`config.mk`:
```
export PLATFORM = sky130hd
export DESIGN_NAME = fht_but_feeder
export DESIGN_NICKNAME = d
export VERILOG_FILES = /design/src/rtl/fht_pkg.sv /design/src/rtl/fht_addr_dly.sv /design/src/rtl/fht_but_feeder.sv
export SDC_FILE = /design/constraint.sdc
export NUM_CORES = 1
export LEC_CHECK = 0
export CAP_MARGIN = 20
export CORE_MARGIN = 3
export CORE_UTILIZATION = 50
export CTS_CLUSTER_DIAMETER = 80
export CTS_CLUSTER_SIZE = 30
export DETAILED_ROUTE_END_ITERATION = 16
export GPL_ROUTABILITY_DRIVEN = 0
export PLACE_DENSITY = 0.74
export SETUP_SLACK_MARGIN = 0.02
export SYNTH_ARGS = -nofsm -noshare
export SYNTH_HDL_FRONTEND = slang
export SYNTH_SLANG_ARGS = --single-unit
export TNS_END_PERCENT = 100
```
`constraint.sdc`:
```
create_clock -name iCLK -period 6.1 [get_ports iCLK]
set_clock_uncertainty 0.05 [all_clocks]
set_input_delay 1.22 -clock iCLK [delete_from_list [all_inputs] [get_ports iCLK]]
set_output_delay 1.22 -clock iCLK [all_outputs]
set_load 0.1 [all_outputs]
```
`src/rtl/fht_pkg.sv`:
```
// fht_pkg: FSM encoding, default pipeline latency and log2 helper shared by the FHT blocks
package fht_pkg;
   typedef enum logic [1:0] {IDLE, RUN, DRAIN, DONE} fht_state_t;
   localparam int PIPE_LAT_DEF = 3;
   function automatic int log2(input int v);
      int r;
      r = 0;
      while ((1 << r) < v) r++;
      return r;
   endfunction
endpackage

```
`src/rtl/fht_addr_dly.sv`:
```
// fht_addr_dly: DEPTH-stage shift register with synchronous active-high clear
module fht_addr_dly #(
   parameter int W     = 9,
   parameter int DEPTH = 3
) (
   input  logic         clk,
   input  logic         rst,
   input  logic [W-1:0] d,
   output logic [W-1:0] q
);
   logic [W-1:0] sr [DEPTH];
   always_ff @(posedge clk) begin
      if (rst) sr <= '{default: '0};
      else begin
         sr[0] <= d;
         for (int i = 1; i < DEPTH; i++) sr[i] <= sr[i-1];
      end
   end
   assign q = sr[DEPTH-1];
endmodule

```
`src/rtl/fht_but_feeder.sv`:
```
// fht_but_feeder: sequences read/twiddle/write addressing for a ping-pong radix-2 FHT
module fht_but_feeder
   import fht_pkg::*;
#(
   parameter int A_BIT    = 4,
   parameter int PIPE_LAT = PIPE_LAT_DEF
) (
   input  logic             iCLK,
   input  logic             iRESET,
   input  logic             iSTART,
   output logic             oRD_EN,
   output logic [A_BIT-1:0] oRD_ADDR_0,
   output logic [A_BIT-1:0] oRD_ADDR_1,
   output logic [A_BIT-1:0] oRD_ADDR_2,
   output logic [A_BIT-2:0] oROM_ADDR,
   output logic             oRD_BANK,
   output logic             oWR_EN,
   output logic [A_BIT-1:0] oWR_ADDR_0,
   output logic [A_BIT-1:0] oWR_ADDR_1,
   output logic             oWR_BANK,
   output logic [A_BIT-1:0] oSTAGE,
   output logic             oBUSY,
   output logic             oDONE,
   output logic             oRES_BANK
);
   localparam int DW = log2(PIPE_LAT + 1);
   localparam logic [A_BIT-1:0] S_LAST = A_BIT'(A_BIT - 1);
   localparam logic [DW-1:0] D_LAST = DW'(PIPE_LAT - 1);
   fht_state_t st, st_n;
   logic [A_BIT-2:0] b, b_n, msk, k, rom;
   logic [A_BIT-1:0] s, s_n, h, g, a0, a1, a2;
   logic [DW-1:0] d, d_n;
   logic run_n, busy_n;
   always_comb begin
      st_n = st;
      b_n  = b;
      s_n  = s;
      d_n  = d;
      case (st)
         IDLE: if (iSTART) begin
            st_n = RUN;
            b_n  = '0;
            s_n  = '0;
         end
         RUN: if (&b) begin
            st_n = DRAIN;
            d_n  = '0;
         end else b_n = b + 1'b1;
         DRAIN: if (d == D_LAST) begin
            if (s == S_LAST) st_n = DONE;
            else begin
               st_n = RUN;
               s_n  = s + 1'b1;
               b_n  = '0;
            end
         end else d_n = d + 1'b1;
         default: st_n = IDLE;
      endcase
   end
   // addresses are formed from the next-cycle counters so the registered outputs line up with oRD_EN
   always_comb begin
      h   = A_BIT'(1) << s_n;
      msk = h[A_BIT-2:0] - 1'b1;
      k   = b_n & msk;
      g   = {b_n >> s_n, 1'b0} << s_n;
      a0  = g + {1'b0, k};
      a1  = a0 + h;
      a2  = g + h + {1'b0, (h[A_BIT-2:0] - k) & msk};
      rom = k << (S_LAST - s_n);
   end
   assign run_n  = st_n == RUN;
   assign busy_n = run_n || st_n == DRAIN;
   always_ff @(posedge iCLK) begin
      if (iRESET) begin
         st         <= IDLE;
         b          <= '0;
         s          <= '0;
         d          <= '0;
         oRD_EN     <= 1'b0;
         oRD_ADDR_0 <= '0;
         oRD_ADDR_1 <= '0;
         oRD_ADDR_2 <= '0;
         oROM_ADDR  <= '0;
         oRD_BANK   <= 1'b0;
         oWR_BANK   <= 1'b0;
         oSTAGE     <= '0;
         oBUSY      <= 1'b0;
         oDONE      <= 1'b0;
      end else begin
         st         <= st_n;
         b          <= b_n;
         s          <= s_n;
         d          <= d_n;
         oRD_EN     <= run_n;
         oRD_ADDR_0 <= run_n ? a0 : '0;
         oRD_ADDR_1 <= run_n ? a1 : '0;
         oRD_ADDR_2 <= run_n ? a2 : '0;
         oROM_ADDR  <= run_n ? rom : '0;
         oRD_BANK   <= busy_n & s_n[0];
         oWR_BANK   <= busy_n & ~s_n[0];
         oSTAGE     <= busy_n ? s_n : '0;
         oBUSY      <= busy_n;
         oDONE      <= st_n == DONE;
      end
   end
   fht_addr_dly #(.W(2*A_BIT + 1), .DEPTH(PIPE_LAT)) u_dly (
      .clk(iCLK),
      .rst(iRESET),
      .d  ({oRD_EN, oRD_ADDR_0, oRD_ADDR_1}),
      .q  ({oWR_EN, oWR_ADDR_0, oWR_ADDR_1})
   );
   assign oRES_BANK = 1'(A_BIT % 2);
endmodule

```
==> results.yml <==
outcome:
  status: "completed"
global_routing:
  antenna_found_initial: 0
  grt_util_all_layers_pct: 16.7
  grt_pass1_vias: 1628
  grt_max_degree: 46
  grt-ovfl-total: 0
  grt_pass1_wl_um: 7710
setup_path:
  crit_path_end_kind: "register"
  crit_arrival_ns: 5.61
  rrSetupSlack_ns: 1.30
  cp.required_ns: 6.26
  crit_path_start_kind: "primary input"
  cp_max_fo: 8
  path_class: "primary input to register"
logic_synthesis:
  synth_edf_count: 0
  ys_warn_count: 0
  synth-seq-cells: 61
  syn_area_per_cell_um2: 9.98
  syn-instance-count: 258
  async_flop_share_pct: 0
  ys_seq_area_share_pct: 47.4
  synth-main-ff-cell: "dfxtp_1"
  synth_cell_types: 52
  syn_area_um2: 2570
power:
  p_per_area_nw_per_um2: 263
  p_leak_nw: 1.23
  ir_worst_vdd_v: 0.000125
die:
  core_area_um2: 4850
  std_cell_rows: 25
  ios: 37
  die_h_um: 77.8
  start_util_pct: 53.1
  die_w_um: 77.8
  die_area_um2: 6050
route:
  antenna_left: 0
  vias: 1750
  drt_first_pass_iters: 4
  drt_iter0_markers: 89
  via_per_inst: 4.85
  wl_met3_um: 334
  top_layer: "met4"
  wl_per_cell_um: 12.9
  route.met2.wl_um: 2100
  drc: 0
  routed_wirelength_um: 4650
  wl_met1_um: 2110
clock_tree:
  path_clk_slew_ns: 0.07
  numClockSinks: 61
  numCtsBuffers: 9
  clk_path_buf_depth: 2
  clock_latency_ns: 0.34
  cts_tree: "built"
  htreeDepth: 3
  hold_buffers: 0
  cts_setup_buffers: 0
  cts_resized: 0
  root_buffer: "clkbuf_8"
sta:
  worstMarginPinSlew_ns: 0.995
  rsz0062_at_grt: "no"
  setup_viol: 0
  min_period_ns: 5.44
  finalCritPeriodShare_pct: 89.2
  hold_viol_final: 0
  max_freq_ghz: 0.184
  tns_ns: 0
  slew_violations: 0
  max_slew_margin_pct: 33.5
place:
  numPortBuffers: 35
  hpwl_um: 3270
cells_and_area:
  mostFrequentLayoutCells: "dfxtp_1 (61), nor2b_1 (37), clkdlybuf4s50_1 (35), nor2_1 (24), inv_1 (16)"
  antennaDiodeCount: 0
  syn2layout_area_growth_pct: 20.0
  nNetsFinal: 308
  fin_util_pct: 63.7
  final_common_cell: "dfxtp_1"
  drive_above_1_share_pct: 9.86
flow_run:
  drv_cap: 0
worst_hold_path:
  hold_class: "register to register"
## path summary, 6_finish.rpt
kind                                   start       endpoint  cells past startpoint
worst max-delay path                  iSTART  oRD_ADDR_2[3]                     16
worst min-delay path            u_dly.sr[13]     u_dly.q[4]                      1
worst max register to register          s[0]  oRD_ADDR_2[3]                     16
worst min register to register  u_dly.sr[13]     u_dly.q[4]                      1
## worst max-delay path, stage by stage
cell and delay (ns):
clkdlybuf4s50_1 0.54, nor3b_1 0.37, a211oi_1 0.10, a41o_1 0.33, nor3_1 0.44, inv_1 0.16
ha_1 0.35, a211oi_2 0.30, o41ai_2 0.11, xnor2_1 0.19, mux2i_1 0.24, fa_1 0.47
fa_1 0.45, xor2_1 0.16, xnor2_1 0.13, nor2_1 0.05
## cell usage after synthesis (all sizes together) (2+ instances only)
master / instances / area, um2
a21oi: 8 / 43.8
or3b: 2 / 20.0
nand3: 3 / 15.0
buf: 13 / 96.3
xor2: 4 / 35.0
nor3: 8 / 40.0
nand2b: 2 / 12.5
nor2b: 37 / 231
nor4: 2 / 18.8
a211oi: 5 / 52.6
nor2: 24 / 90.1
and2: 6 / 40.0
inv: 16 / 60.1
a21boi: 2 / 15.0
mux2i: 3 / 30.0
clkbuf: 6 / 22.5
nand2: 5 / 18.8
conb: 2 / 7.51
xnor2: 3 / 26.3
dfxtp: 61 / 1220
nor3b: 5 / 37.5
fa: 5 / 100
ha: 11 / 138
a21o: 2 / 15.0
o21ai: 4 / 20.0
## kinds of logic (layout without fill, tap and decap cells)
| family | after synthesis | count (layout) | share of synthesized area, % |
|---|---|---|---|
| simple gates | 100 | 100 | 22.2 |
| xor+xnor | 7 | 7 | 2.38 |
| compound gates | 33 | 33 | 9.91 |
| flops | 61 | 61 | 47.4 |
| mux | 4 | 4 | 1.60 |
| buf+inv | 35 | 70 | 6.95 |
| other cells | 2 | 3 | 0.292 |
| fa+ha+maj | 16 | 16 | 9.23 |
## area by class of cell
class	count	area, um2
clock buffers	9	124
clock inverters	7	50.0
fillers	414	1760
inverters	16	60.1
multi-input cells	163	1180
flip-flops and latches	61	1220
well taps	67	83.8
repair buffers	38	373
## metal layers
metal  GRT usage (%)  vias up
met4            11.2        0
met3            4.06        8
met1            22.3      783
met5               0        -
li1                -      898
met2            23.9       61
## power by group
part / internal (W) / leakage, nW / total, W / switching, W
sequential: 0.000407 / 0.495 / 0.000412 / 0.00000455
combinational: 0.0000221 / 0.640 / 0.0000886 / 0.0000665
clock: 0.000148 / 0.0933 / 0.000312 / 0.000163
total: 0.000577 / 1.23 / 0.000812 / 0.000235
## stage by stage
stage / setup WS [ns] / cell area, um2 / cells / total power (W) / hold WS [ns]
after floorplan: 1.22 / 2580 / 259 / 0.000491 / 0.364
after global placement: 0.448 / 2920 / 345 / 0.000509 / 0.366
after detailed placement: 0.319 / 2920 / 345 / 0.000509 / 0.370
after CTS: 0.679 / 3090 / 361 / 0.000820 / 0.386
after global routing: 0.299 / 3090 / 361 / 0.000850 / 0.398
final: 0.656 / 3090 / 361 / 0.000812 / 0.385
## sequential cells by signal (all words and copies together) (netlist names), 2 cells and up
signal / flops
oROM_ADDR: 3
d: 2
st: 2
oRD_ADDR_2: 3
oSTAGE: 4
oRD_ADDR_1: 4
oRD_ADDR_0: 4
u_dly.q: 9
b: 3
u_dly.sr: 18
s: 4
(Power assumes the default switching activity.)
